File: src/rtl/conv_pool_if.sv
// Handshake bundle between the convolution stage and the 2x2 pooling stage.
// The master side feeds OFM samples in and receives pooled results.
// The slave side is the pooling block itself.
interface conv_pool_if;
   logic        in_valid;
   logic [12:0] In_OFM;
   logic        out_valid;
   logic [12:0] Out_Pool;
   logic        frame_done;

   modport master (
      output in_valid,
      output In_OFM,
      input  out_valid,
      input  Out_Pool,
      input  frame_done
   );

   modport slave (
      input  in_valid,
      input  In_OFM,
      output out_valid,
      output Out_Pool,
      output frame_done
   );
endinterface

File: src/rtl/conv_pool.sv
// conv_pool: 2x2 / stride-2 pooling over a MAP_W x MAP_H OFM streamed in
// row-major order, one sample per in_valid cycle.
//
// Build option: define POOL_AVG_EN for average pooling (sum of the four
// samples >> 2, truncated). Without it the block does max pooling.
// Timing, counters and frame_done behave identically in both builds.
//
// Data path:
//   even column -> sample parked in hold_reg
//   odd column  -> hold_reg combined with the current sample = horizontal partial
//   even row    -> partial written to line_buf[col/2]
//   odd row     -> partial combined with line_buf[col/2] = window result,
//                  registered onto Out_Pool with a one-cycle out_valid pulse.
//
// The line buffer has a registered read port. The entry needed on an odd
// row is fetched when that window's even-column sample is accepted, so it
// is already sitting in rd_reg when the odd-column sample arrives.
// rst_n is active-high despite its name.
module conv_pool #(
   parameter int MAP_W = 4,
   parameter int MAP_H = 4
) (
   input  logic        clk,
   input  logic        rst_n,
   conv_pool_if.slave  io
);

   localparam int CW       = (MAP_W > 2) ? $clog2(MAP_W) : 1;
   localparam int RW       = (MAP_H > 2) ? $clog2(MAP_H) : 1;
   localparam int LB_DEPTH = MAP_W / 2;
   localparam int LBW      = (LB_DEPTH > 1) ? $clog2(LB_DEPTH) : 1;
`ifdef POOL_AVG_EN
   localparam int PW = 14;
`else
   localparam int PW = 13;
`endif

   localparam logic [CW-1:0] COL_LAST = CW'(MAP_W - 1);
   localparam logic [RW-1:0] ROW_LAST = RW'(MAP_H - 1);

   // position counters and horizontal holding register
   logic [CW-1:0] col_reg, col_next;
   logic [RW-1:0] row_reg, row_next;
   logic [12:0]   hold_reg, hold_next;

   // registered outputs
   logic          out_valid_reg, out_valid_next;
   logic [12:0]   out_pool_reg, out_pool_next;
   logic          frame_done_reg, frame_done_next;

   // line buffer (one horizontal partial per output column) and its read register
   logic [14:0]   line_buf [LB_DEPTH];
   logic [14:0]   rd_reg;
   logic [LBW-1:0] lb_idx;

   // datapath intermediates
   logic [PW-1:0] partial;
   logic [12:0]   window_val;
   logic          col_odd, row_odd, col_last, row_last;

   assign col_odd  = col_reg[0];
   assign row_odd  = row_reg[0];
   assign col_last = (col_reg == COL_LAST);
   assign row_last = (row_reg == ROW_LAST);
   assign lb_idx   = LBW'(col_reg >> 1);

   // horizontal partial and full-window result for the current sample
   always_comb begin
      partial    = '0;
      window_val = '0;
`ifdef POOL_AVG_EN
      partial    = 14'(hold_reg) + 14'(io.In_OFM);
      window_val = 13'((rd_reg + 15'(partial)) >> 2);
`else
      partial    = (io.In_OFM > hold_reg) ? io.In_OFM : hold_reg;
      window_val = (rd_reg > 15'(partial)) ? 13'(rd_reg) : partial;
`endif
   end

   // next-state logic: counters, hold register and output pulses
   always_comb begin
      col_next        = col_reg;
      row_next        = row_reg;
      hold_next       = hold_reg;
      out_valid_next  = 1'b0;
      out_pool_next   = out_pool_reg;
      frame_done_next = 1'b0;

      if (io.in_valid) begin
         if (!col_odd) begin
            hold_next = io.In_OFM;
         end

         if (col_last) begin
            col_next = '0;
            row_next = row_last ? '0 : row_reg + RW'(1);
         end else begin
            col_next = col_reg + CW'(1);
         end

         if (row_odd && col_odd) begin
            out_valid_next  = 1'b1;
            out_pool_next   = window_val;
            frame_done_next = row_last && col_last;
         end
      end
   end

   // state and output registers, cleared asynchronously
   always_ff @(posedge clk or posedge rst_n) begin
      if (rst_n) begin
         col_reg        <= '0;
         row_reg        <= '0;
         hold_reg       <= '0;
         out_valid_reg  <= 1'b0;
         out_pool_reg   <= '0;
         frame_done_reg <= 1'b0;
      end else begin
         col_reg        <= col_next;
         row_reg        <= row_next;
         hold_reg       <= hold_next;
         out_valid_reg  <= out_valid_next;
         out_pool_reg   <= out_pool_next;
         frame_done_reg <= frame_done_next;
      end
   end

   // line buffer: write partials on even rows, prefetch the entry on odd rows
   always_ff @(posedge clk) begin
      if (io.in_valid && !row_odd && col_odd) begin
         line_buf[lb_idx] <= 15'(partial);
      end
      if (io.in_valid && row_odd && !col_odd) begin
         rd_reg <= line_buf[lb_idx];
      end
   end

   assign io.out_valid  = out_valid_reg;
   assign io.Out_Pool   = out_pool_reg;
   assign io.frame_done = frame_done_reg;

endmodule

File: src/flat_wrapper.sv
// flat-port wrapper written by rule: the top's interface ports become plain ports
module conv_pool_flat 
#(
   parameter int MAP_W = 4,
   parameter int MAP_H = 4
)
  (clk, rst_n, io_in_valid, io_In_OFM, io_out_valid, io_Out_Pool, io_frame_done);
  conv_pool_if io_i ();
  input  logic clk;
  input  logic rst_n;
  input wire logic [$bits(io_i.in_valid)-1:0] io_in_valid;
  input wire logic [$bits(io_i.In_OFM)-1:0] io_In_OFM;
  output wire logic [$bits(io_i.out_valid)-1:0] io_out_valid;
  output wire logic [$bits(io_i.Out_Pool)-1:0] io_Out_Pool;
  output wire logic [$bits(io_i.frame_done)-1:0] io_frame_done;
  assign io_i.in_valid = io_in_valid;
  assign io_i.In_OFM = io_In_OFM;
  assign io_out_valid = io_i.out_valid;
  assign io_Out_Pool = io_i.Out_Pool;
  assign io_frame_done = io_i.frame_done;
  conv_pool #(.MAP_W(MAP_W), .MAP_H(MAP_H)) u_core (.clk(clk), .rst_n(rst_n), .io(io_i));
endmodule
File: config.mk
export PLATFORM = sky130hd
export DESIGN_NAME = conv_pool_flat
export DESIGN_NICKNAME = d
export VERILOG_FILES = /design/src/rtl/conv_pool_if.sv /design/src/rtl/conv_pool.sv /design/src/flat_wrapper.sv
export SDC_FILE = /design/constraint.sdc
export NUM_CORES = 1
export LEC_CHECK = 0
export BUFFER_PORTS_ARGS = -buffer_cell sky130_fd_sc_hd__buf_4
export CELL_PAD_IN_SITES_DETAIL_PLACEMENT = 0
export CELL_PAD_IN_SITES_GLOBAL_PLACEMENT = 1
export CORE_UTILIZATION = 48
export DETAILED_ROUTE_END_ITERATION = 7
export HOLD_SLACK_MARGIN = 0.02
export MAX_ROUTING_LAYER = met4
export PLACE_DENSITY = 0.83
export SYNTH_ARGS = -nofsm -noshare
export SYNTH_HDL_FRONTEND = slang
export SYNTH_SLANG_ARGS = --single-unit
File: constraint.sdc
create_clock -name clk -period 4.3 [get_ports clk]
set_input_delay 0 -clock clk [delete_from_list [all_inputs] [get_ports clk]]
set_output_delay 0 -clock clk [all_outputs]
set_load 0.02 [all_outputs]
* Word level (Yosys, flattened, before mapping)
Memories as Yosys holds them, arrays and structs flattened. A register that Yosys moved wholly into a read port is not among the register bits. Cells that the tools add are included.
Word-level totals: word-level logic and storage cells 36, register bits after elaboration 47, memories kept 1, RAM bits 26, output and inout bits 15, input port bits 16
Cells by class: bitwise logic cells 1, muxes and demuxes 10, add/subtract/negate cells 2, order comparisons 2, reductions and logical operators 11, eq/ne operators 2
Memory list:
- u_core.line_buf | words 2, width 13, rd ports 1, clocked after Yosys merged registers in 1, wr ports 1, line conv_pool.sv:52 | logic [14:0] line_buf [LB_DEPTH];
Operator list (count):
- two-way mux 13 bit | 2
- greater-than comparator 15 x 13 -> 1 bit | 1
- greater-than comparator 13 bit | 1
- logical AND 1 bit | 6
- two-way mux 1 bit | 6
- AND reduction 2 bit | 3
- adder 2 x 1 -> 2 bit (second input constant) | 2
- equality test 2 bit (second input constant) | 2
- two-way mux 2 bit | 2
- zero test 1 bit | 2
- NOT 1 bit | 1

* Longest topological paths before layout
depth after elaboration 5, gate-level depth with buffers 17, depth with buffers taken out 15

* Worst setup path before layout
No wires, ideal clock.
kind register -> register, start register u_core.hold_reg[4], end register u_core.out_pool_reg[10] (netlist: u_core.io.Out_Pool[10]), setup time 90 ps, setup slack 756 ps, period minus slack after synthesis 3544 ps, data arrival time 3454 ps, data required time 4210 ps, path buffers 2, stages on the path, launching flop included 17, cell sequence dfrtp_1 > inv_1 > ha_1 > and3_2 > o21ai_2 > a311o_1 > a21oi_4 > buf_12 > mux2i_2 > ha_1 > a21oi_1 > a21oi_1 > a2111oi_0 > o21ai_0 > a21o_1 > buf_4 > o221ai_1
Between the ends: cells in the longest elaborated chain, start to end 4
RTL lines:
- start, declared | line conv_pool.sv:44 | logic [12:0] hold_reg, hold_next;
- start signal, assigned | line conv_pool.sv:121 | hold_reg <= hold_next;
- greater-than comparator 13 bit | line conv_pool.sv:75 | partial = (io.In_OFM > hold_reg) ? io.In_OFM : hold_reg;
- two-way mux 13 bit * | line conv_pool.sv:75
- greater-than comparator 15 x 13 -> 1 bit | line conv_pool.sv:76 | window_val = (rd_reg > 15'(partial)) ? 13'(rd_reg) : partial;
- two-way mux 13 bit * | line conv_pool.sv:76
- end signal, assigned | line conv_pool.sv:123 | out_pool_reg <= out_pool_next;
- end, declared | line conv_pool.sv:48 | logic [12:0] out_pool_reg, out_pool_next;
Every way passes the cells marked *; elsewhere a longest branch is shown, timed or not. A chain may end at the register's enable or synchronous reset.

* Worst setup path after layout
start register u_core.hold_reg[4], end register u_core.out_pool_reg[1] (netlist: u_core.io.Out_Pool[1])
The elaborated chain is that of the path after synthesis.

==> flow_metrics.py <==
metrics = {
    "flow_run": {
        "maxCapViolations": 0,
    },
    "sta": {
        "worst_slew_pin_slew_ns": 1.15,
        "timing.fmax_mhz": 250,
        "maxSlewHeadroom": 0.228,
        "fin_crit_ns": 3.99,
        "rsz0062_at_grt": "false",
        "whs_ns": 0.308,
        "setup-violations-final": 0,
        "finalSetupTns_ns": 0,
        "finClkSkew_ns": 0.00640,
        "finalCritPeriodShare": 0.929,
        "drv_slew": 0,
        "hold_viol": 0,
    },
    "detailed_routing": {
        "drtAntennaViolNets": 0,
        "vias": 2294,
        "drtPass1Iterations": 4,
        "drt_wl_total_um": 6960,
        "viasPerCell": 5.23,
        "drt_drc_violations_left": 0,
        "routedWlPerCell_um": 15.9,
        "first_iter_violations": 80,
    },
    "synthesis": {
        "synth_mux_area_frac": 0.101,
        "synth_simple_gate_area_frac": 0.0759,
        "netlist_area_um2": 3530,
        "synth_compound_gate_area_share": 0.105,
        "synth_cell_type_count": 35,
        "synth_top_family_by_area": "compound AO/OA/AOI/OAI gates",
        "synthAdderAreaFrac": 0.0993,
        "yosysSeqAreaShare": 0.559,
        "synthXorXnorAreaFrac": 0,
        "syn-num-nets": 328,
        "syn_area_per_cell_um2": 12.4,
        "synth-seq-cells": 71,
        "syn_inst": 284,
        "yosys_warnings": 0,
    },
    "floorplan": {
        "chipWidth_um": 87.7,
        "start_util": 0.508,
        "num_io_pins": 31,
        "dieArea_um2": 7700,
        "die_h_um": 87.7,
        "core-area_um2": 6940,
        "num_rows": 30,
    },
    "min_path": {
        "hp-class": "in2async",
    },
    "placed_design": {
        "dp_hpwl_um": 5050,
        "place_congestion": 0.796,
        "io_buffers": 30,
        "dpl_cell_area_um2": 3890,
    },
    "clock_tree": {
        "clock_path_buffers": 2,
        "cts_root_buf": "clkbuf_8",
        "clkLatencyLatePin_ns": 0.33,
        "cts_tree": "built",
        "cts.sinks": 71,
        "postCtsSetupRepairBufs": 0,
        "cts_buffers": 9,
        "htree_num_levels": 3,
        "cts.clk_slew.worst_paths_ns": 0.08,
    },
    "status": {
        "status": "finished clean",
    },
    "global_route": {
        "antenna_found_initial": 0,
        "grt_pass1_vias": 2400,
        "grt_usage": 0.213,
        "grt_max_degree": 33,
        "grt_overflow": 0,
        "grt_first_pass_wirelength_um": 11600,
    },
    "setup_path": {
        "critPathLaunch": "u_core.hold_reg[4]",
        "crit_type": "reg2reg",
        "start_kind": "flop",
        "timing.rr.start": "u_core.hold_reg[4]",
        "worstPathRequired_ns": 4.55,
        "crit_path_max_fanout": 12,
        "r2r_slack_ns": 0.31,
        "crit_path_end_kind": "flop",
        "ff2ff_path_depth": 16,
        "regToRegEndpoint": "u_core.io.Out_Pool[1]",
        "cp_data_arrival_time_ns": 4.25,
    },
    "cells_and_area": {
        "drive_above_1_share": 0.271,
        "largest_reg_flops": 26,
        "nNetsFinal": 382,
        "seqCellArea_um2": 1970,
        "n_antenna_cell": 0,
        "area_growth_pct": 20.1,
        "num-fill-cells": 581,
        "multi_input_area_um2": 1360,
        "max_flop_register": "u_core.line_buf",
        "final_area_um2": 4240,
    },
    "power": {
        "power_density_nw_per_um2": 691,
        "p_leak_nw": 1.86,
        "ir_drop_v": 0.000431,
    },
}
power by group:
| group | switching [W] | leakage (nW) | internal (W) | total [W] |
|---|---|---|---|---|
| clock | 0.000257 | 0.0956 | 0.000269 | 0.000526 |
| sequential | 0.000151 | 0.757 | 0.000997 | 0.00115 |
| combinational | 0.000696 | 1.00 | 0.000557 | 0.00125 |
worst max-delay path, cell delays in order (launching register included):
cell and delay [ns]:
dfrtp_1 0.36, inv_1 0.06, ha_1 0.30, and3_2 0.20, o21ai_2 0.05, a311o_1 0.39, a21oi_4 0.16, buf_12 0.18
mux2i_2 0.38, ha_1 0.31, nand4_1 0.13, a21oi_1 0.06, a2111oi_0 0.41, o21ai_0 0.25, a21o_1 0.33, buf_4 0.21
o221ai_2 0.13
synth_stat cells:
master     count  area, um2
a2111oi_0      1       8.76
a211oi_1       1       7.51
a21o_1         2       15.0
a21oi_1       11       55.1
a21oi_4        1       16.3
a311o_1        1       10.0
a31oi_1        1       6.26
and2_1         2       12.5
and3_1         1       6.26
and3_2         1       7.51
buf_12         1       20.0
buf_4          2       15.0
clkbuf_1       6       22.5
dfrtp_1       32        801
edfxtp_1      39       1170
ha_1          28        350
inv_1         41        154
mux2_2        17        191
mux2i_1        4       40.0
mux2i_2        9        124
nand2_1       32        120
nand3_1        6       30.0
nand3b_1       1       7.51
nand4_1        4       25.0
nor2_1         3       11.3
nor2b_1        2       12.5
nor3_1         3       15.0
nor3b_1        1       7.51
o21ai_0       15       75.1
o21ai_2        1       8.76
o221ai_1       3       26.3
o221ai_2       9        135
o31ai_1        1       7.51
or2_1          1       6.26
or3_1          1       6.26
worst max-delay path by stage:
stage / cells past startpoint / end / slack (ns)
floorplan: 16 / u_core.io.Out_Pool[10] / 0.76
detailed placement: 16 / u_core.io.Out_Pool[2] / 0.29
global route: 16 / u_core.io.Out_Pool[3] / 0.03
CTS: 16 / u_core.io.Out_Pool[1] / 0.25
global placement: 15 / u_core.io.Out_Pool[1] / 0.39
finish: 16 / u_core.io.Out_Pool[1] / 0.31
metal layers:
| layer | global-route usage | vias up | wire [um] |
|---|---|---|---|
| met2 | 0.352 | 35 | 3600 |
| met5 | - | - | 0 |
| met3 | 0.0434 | 10 | 135 |
| li1 | - | 1123 | - |
| met1 | 0.261 | 1126 | 3140 |
| met4 | 0.0730 | 0 | 84 |
what timing repair did:
| action | in CTS | in global routing |
|---|---|---|
| endpoints found under the hold margin | 47 | 0 |
| gates resized for setup | 0 | 1 |
| hold buffers | 15 | 0 |
| endpoints found under the setup margin | 0 | 6 |
cells by family after synthesis:
group	Yosys count
buffers and inverters	50
AND/OR/NAND/NOR	58
adder cells (fa/ha/maj)	28
multiplexers	30
flip-flops	71
AO/OA/AOI/OAI	47
placed cells by master, fill, tap and decap left out, types with 2 or more instances in the layout:
master          n
a21oi_1        11
nand4_1         4
ha_1           28
nand3_1         5
dlygate4sd3_1  15
o221ai_1        3
a21o_1          2
mux2_2         17
o21ai_0        15
and2_1          2
nor2_1          3
nand2_1        32
clkbuf_8        9
nor2b_1         2
o221ai_2        9
nor3_1          3
inv_1          41
dfrtp_1        32
clkinv_2        2
mux2i_2         9
mux2i_1         4
clkinvlp_4      2
buf_4          36
edfxtp_1       39
through the flow:
| step | setup slack, ns | total power (W) | instances | util |
|---|---|---|---|---|
| finish | 0.305 | 0.00293 | 439 | 0.610 |
| floorplan | 0.756 | 0.00203 | 284 | - |
| global route | 0.0267 | 0.00314 | 439 | 0.610 |
| global placement | 0.395 | 0.00236 | 408 | 0.560 |
| detailed placement | 0.288 | 0.00241 | 408 | 0.560 |
| CTS | 0.253 | 0.00296 | 439 | 0.610 |
cell type report:
type | instances | area share
tap | 96 | 0.0283
inverter | 41 | 0.0363
multi-input combinational | 163 | 0.320
clock buffer | 9 | 0.0292
clock inverter | 7 | 0.0171
sequential | 71 | 0.465
timing repair buffer | 52 | 0.104
(Power assumes the default switching activity.)
